<file path="config.mk">
export PLATFORM = sky130hd
export DESIGN_NAME = regfile_access_ctrl
export DESIGN_NICKNAME = d
export VERILOG_FILES = /design/src/rtl/regfile_access_ctrl.sv
export SDC_FILE = /design/constraint.sdc
export NUM_CORES = 1
export LEC_CHECK = 0
export ABC_AREA = 0
export CORE_MARGIN = 2
export CORE_UTILIZATION = 29
export CTS_BUF_LIST = sky130_fd_sc_hd__clkbuf_16
export CTS_CLUSTER_SIZE = 30
export DETAILED_ROUTE_END_ITERATION = 16
export HOLD_SLACK_MARGIN = 0.08
export PLACE_DENSITY_LB_ADDON = 0.1
export SLEW_MARGIN = 0
export SYNTH_ARGS = -nofsm -noshare
export SYNTH_HDL_FRONTEND = slang
export SYNTH_SLANG_ARGS = --single-unit
</file>
<file path="constraint.sdc">
create_clock -name clk -period 1.23 [get_ports clk]
set_input_delay 0.369 -clock clk [delete_from_list [all_inputs] [get_ports clk]]
set_output_delay 0.369 -clock clk [all_outputs]
set_load 0.05 [all_outputs]
</file>
<file path="src/rtl/regfile_access_ctrl.sv">
// Initiator-side sequencer for the 16x8 register file: turns valid/ready write and
// dual-read requests into EN/WR pin activity and returns read operands on a response channel.
module regfile_access_ctrl #(
  parameter int unsigned DATA_W = 8,
  parameter int unsigned ADDR_W = 4
) (
  input  logic              clk,
  input  logic              rst,
  input  logic              req_valid,
  output logic              req_ready,
  input  logic              req_wr,
  input  logic [ADDR_W-1:0] req_addr1,
  input  logic [ADDR_W-1:0] req_addr2,
  input  logic [DATA_W-1:0] req_wdata,
  output logic              rsp_valid,
  input  logic              rsp_ready,
  output logic [DATA_W-1:0] rsp_data1,
  output logic [DATA_W-1:0] rsp_data2,
  output logic              rf_en,
  output logic              rf_wr,
  output logic [ADDR_W-1:0] rf_read_addr1,
  output logic [ADDR_W-1:0] rf_read_addr2,
  output logic [ADDR_W-1:0] rf_write_addr,
  output logic [DATA_W-1:0] rf_write_data,
  input  logic [DATA_W-1:0] rf_dout1,
  input  logic [DATA_W-1:0] rf_dout2
);

  typedef enum logic [2:0] {
    StIdle,
    StWrite,
    StRdAddr,
    StRdWait,
    StResp
  } state_e;

  state_e              state_q, state_d;
  logic                rf_en_q, rf_en_d;
  logic                rf_wr_q, rf_wr_d;
  logic                rsp_valid_q, rsp_valid_d;
  logic [ADDR_W-1:0]   raddr1_q, raddr1_d;
  logic [ADDR_W-1:0]   raddr2_q, raddr2_d;
  logic [ADDR_W-1:0]   waddr_q, waddr_d;
  logic [DATA_W-1:0]   wdata_q, wdata_d;
  logic [DATA_W-1:0]   rdata1_q, rdata1_d;
  logic [DATA_W-1:0]   rdata2_q, rdata2_d;

  always_ff @(posedge clk) begin
    if (rst) begin
      state_q     <= StIdle;
      rf_en_q     <= 1'b0;
      rf_wr_q     <= 1'b0;
      rsp_valid_q <= 1'b0;
      raddr1_q    <= '0;
      raddr2_q    <= '0;
      waddr_q     <= '0;
      wdata_q     <= '0;
      rdata1_q    <= '0;
      rdata2_q    <= '0;
    end else begin
      state_q     <= state_d;
      rf_en_q     <= rf_en_d;
      rf_wr_q     <= rf_wr_d;
      rsp_valid_q <= rsp_valid_d;
      raddr1_q    <= raddr1_d;
      raddr2_q    <= raddr2_d;
      waddr_q     <= waddr_d;
      wdata_q     <= wdata_d;
      rdata1_q    <= rdata1_d;
      rdata2_q    <= rdata2_d;
    end
  end

  always_comb begin
    state_d     = state_q;
    rf_en_d     = rf_en_q;
    rf_wr_d     = rf_wr_q;
    rsp_valid_d = rsp_valid_q;
    raddr1_d    = raddr1_q;
    raddr2_d    = raddr2_q;
    waddr_d     = waddr_q;
    wdata_d     = wdata_q;
    rdata1_d    = rdata1_q;
    rdata2_d    = rdata2_q;
    unique case (state_q)
      StIdle: begin
        if (req_valid) begin
          rf_en_d = 1'b1;
          if (req_wr) begin
            state_d = StWrite;
            rf_wr_d = 1'b1;
            waddr_d = req_addr1;
            wdata_d = req_wdata;
          end else begin
            state_d  = StRdAddr;
            rf_wr_d  = 1'b0;
            raddr1_d = req_addr1;
            raddr2_d = req_addr2;
          end
        end
      end
      StWrite: begin
        // Register file commits on this edge; drop the strobe straight away.
        state_d = StIdle;
        rf_en_d = 1'b0;
        rf_wr_d = 1'b0;
      end
      StRdAddr: begin
        state_d = StRdWait;
      end
      StRdWait: begin
        // Addresses have been stable a full cycle, so both comb and registered
        // register-file reads are settled here.
        state_d     = StResp;
        rdata1_d    = rf_dout1;
        rdata2_d    = rf_dout2;
        rsp_valid_d = 1'b1;
        rf_en_d     = 1'b0;
        rf_wr_d     = 1'b0;
      end
      StResp: begin
        if (rsp_ready) begin
          state_d     = StIdle;
          rsp_valid_d = 1'b0;
        end
      end
      default: begin
        state_d = StIdle;
        rf_en_d = 1'b0;
        rf_wr_d = 1'b0;
      end
    endcase
  end

  assign req_ready     = (state_q == StIdle);
  assign rsp_valid     = rsp_valid_q;
  assign rsp_data1     = rdata1_q;
  assign rsp_data2     = rdata2_q;
  assign rf_en         = rf_en_q;
  assign rf_wr         = rf_wr_q;
  assign rf_read_addr1 = raddr1_q;
  assign rf_read_addr2 = raddr2_q;
  assign rf_write_addr = waddr_q;
  assign rf_write_data = wdata_q;

endmodule
</file>
==> results.cfg <==
[critical_path]
path_max_fanout = 10
start_kind = flip-flop
cp_slowest_stage_delay_ns = 0.32
critPathKind = reg -> out
critPathArrivalTime_ns = 1.09
slowest_stage = dfxtp_2
cp_cell_sequence = buf_4 -> nor3_4 -> buf_12
worst_setup_path_end_kind = output pin
required_ns = 0.86

[floorplanning]
dieHeight_um = 81.1
initial_utilization = 0.296
ios = 77
std_cell_rows = 28
core_region_area_mm2 = 0.00582
die_area_mm2 = 0.00657
die_w_um = 81.1

[clocking]
tritoncts = yes
clockBufferDepth = 2
clkLatencyLatePin_ns = 0.28
root_buffer = clkbuf_16
clock-sinks = 42
cts_htree_levels = 2
clk_pin_slew_ns = 0.06
numCtsBuffers = 5

[logic_synthesis]
syn_nets = 223
synth-edff-count = 0
synthArstFlopShare = 0
synth-main-ff-cell = dfxtp_1
post_synth_num_cell_types = 22
synth.top_cell.area_share = 0.488
syn_area_mm2 = 0.00172
yosysTopAreaCell = dfxtp_1
yosys-top-cells-area = dfxtp_1, nand2b_1, mux2i_1
syn_inst = 186
synth_warnings = 0
syn_avg_cell_area_um2 = 9.26
synth-seq-cells = 42
ys_seq_area_frac = 0.488

[detailed_routing]
drt_iter0_markers = 43
ant_nets = 0
wire_per_inst_um = 12.6
drc = 0
wirelength_um = 4540
vias = 1586
vias_per_cell = 4.42
first_pass_iters = 4

[sta]
max-slew-margin-rel = 0.819
rsz0062_at_grt = yes
tightest_slew_ns = 0.270
maxSlewViolCount = 0
setup_ws_ns = -0.231
hold_violations = 0
tns_ns = -1.76
finalCriticalPeriod_ns = 1.46
final.period_utilization = 1.19
max_freq_mhz = 684
setup_viol_count_final = 22
finClkSkew_ns = 0.00637

[global_routing]
grt_pass1_wl_um = 7380
antenna_found_initial = 0
grt_use_total = 0.149
grt_max_degree = 33
first_global_vias = 1526
grt-ovfl-total = 0

[placement]
hpwl_um = 3160
numPortBuffers = 76
place_congestion = 0.802

[finish]
syn2layout_area_growth_pct = 99.7
drive_gt1_frac = 0.345
final_util = 0.591
antenna_cells = 0
nets = 320

[worst_hold_path]
hold_class = reg -> reg

[status]
outcome = finished with violations
failed_checks = negative setup slack

[pwr]
power.density_mw_per_mm2 = 1040
p_leak_nw = 1.31
vdd_drop_max_uv = 780

[flow_run]
drv_cap = 0
[report_power, final]
part | internal, W | leakage [nW] | switching, W
Combinational | 0.000467 | 0.893 | 0.000376
Sequential | 0.00142 | 0.344 | 0.0000566
Clock | 0.000733 | 0.0724 | 0.000508
Total | 0.00262 | 1.31 | 0.000941
[metal layers]
metal / vias to the layer above / track usage / part of all wire
li1: 814 / - / -
met2: 47 / 0.223 / 0.48
met3: 4 / 0.0767 / 0.079
met5: - / 0 / 0
met1: 721 / 0.181 / 0.43
met4: 0 / 0.0576 / 0.011
[sequential cells by signal, summed over array words and instances (netlist names)]
name / count
rsp_valid: 1
rf_en: 1
state_q: 3
rsp_data2: 8
rf_write_data: 8
rsp_data1: 8
rf_wr: 1
rf_read_addr2: 4
rf_read_addr1: 4
rf_write_addr: 4
[placed cells by master (no fill, tap or decap)]
cell type / synthesis / layout
and3b_2: 0 / 1
clkdlybuf4s50_1: 0 / 34
nor3_1: 2 / 1
nor4_4: 2 / 3
dfxtp_1: 42 / 35
a211oi_2: 0 / 1
nand3_1: 1 / 1
a2bb2oi_1: 1 / 1
a21oi_1: 20 / 12
mux2i_1: 20 / 20
nand2b_1: 37 / 36
buf_12: 0 / 46
inv_1: 1 / 2
nor4_2: 0 / 1
inv_2: 1 / 1
nor3_4: 0 / 1
clkbuf_16: 0 / 5
dlygate4sd2_1: 0 / 2
nand3b_1: 3 / 3
dfxtp_2: 0 / 7
buf_4: 0 / 15
buf_6: 1 / 6
a211oi_1: 2 / 1
o31ai_1: 1 / 1
nor2_1: 1 / 1
nand2b_4: 0 / 1
or4_4: 0 / 1
clkinv_1: 0 / 1
a21oi_2: 0 / 8
clkinv_2: 0 / 1
a21o_1: 1 / 1
nand2_1: 34 / 34
[final cells by class]
type                    instances  area (um^2)
multi-input cells             129          891
flip-flops and latches         42          850
clock inverters                 3         12.5
clock buffers                   5          125
well taps                      75         93.8
inverters                       2         7.51
repair buffers                103         1460
fillers                       490         2380
[worst paths after layout]
path	startpoint	to	slack [ns]	cells past startpoint
hold reg to reg	rsp_data1[1]	rsp_data1[1]	0.48	2
setup reg to reg	state_q[1]	rf_read_addr1[3]	-0.10	5
setup / recovery	state_q[1]	req_ready	-0.23	3
hold / removal	rsp_data1[1]	rsp_data1[1]	0.48	2
[per-stage QoR]
| stage | setup slack, ns | hold WS [ns] | std cells | cell area (um^2) | total power, W |
|---|---|---|---|---|---|
| global route | -0.281 | 0.507 | 359 | 3440 | 0.00372 |
| CTS | -0.233 | 0.492 | 357 | 3360 | 0.00357 |
| detailed placement | -0.589 | 0.484 | 343 | 3150 | 0.00231 |
| global placement | -0.578 | 0.478 | 343 | 3150 | 0.00230 |
| floorplan | -0.0740 | 0.505 | 186 | 1750 | 0.00185 |
| finish | -0.231 | 0.482 | 359 | 3440 | 0.00356 |
[Yosys cell counts (2+ instances only)]
cell type,instances
nor3_1,2
nand3b_1,3
mux2i_1,20
dfxtp_1,42
nand2b_1,37
clkbuf_1,7
a21oi_1,20
a211oi_1,2
nor4_1,2
nor4_4,2
nand2_1,34
buf_2,5
[critical path, delay by kind of cell, from the launching register on]
family                 cells  cell delay [ns]
buffers and inverters      2             0.33
and+or+nand+nor            1             0.15
DFF                        1             0.32
[kinds of logic after synthesis]
kind of cell | synth area share
compound gates | 0.0807
buf+inv | 0.0407
simple gates | 0.274
mux | 0.116
flops | 0.488
[timing repair]
item	CTS	global route
pin swaps	4	5
gates resized for setup	10	17
endpoints found under the hold margin	0	0
hold buffers	0	0
setup endpoints to repair	23	43
setup buffers	6	2
Power figures use the tool's default switching activity.
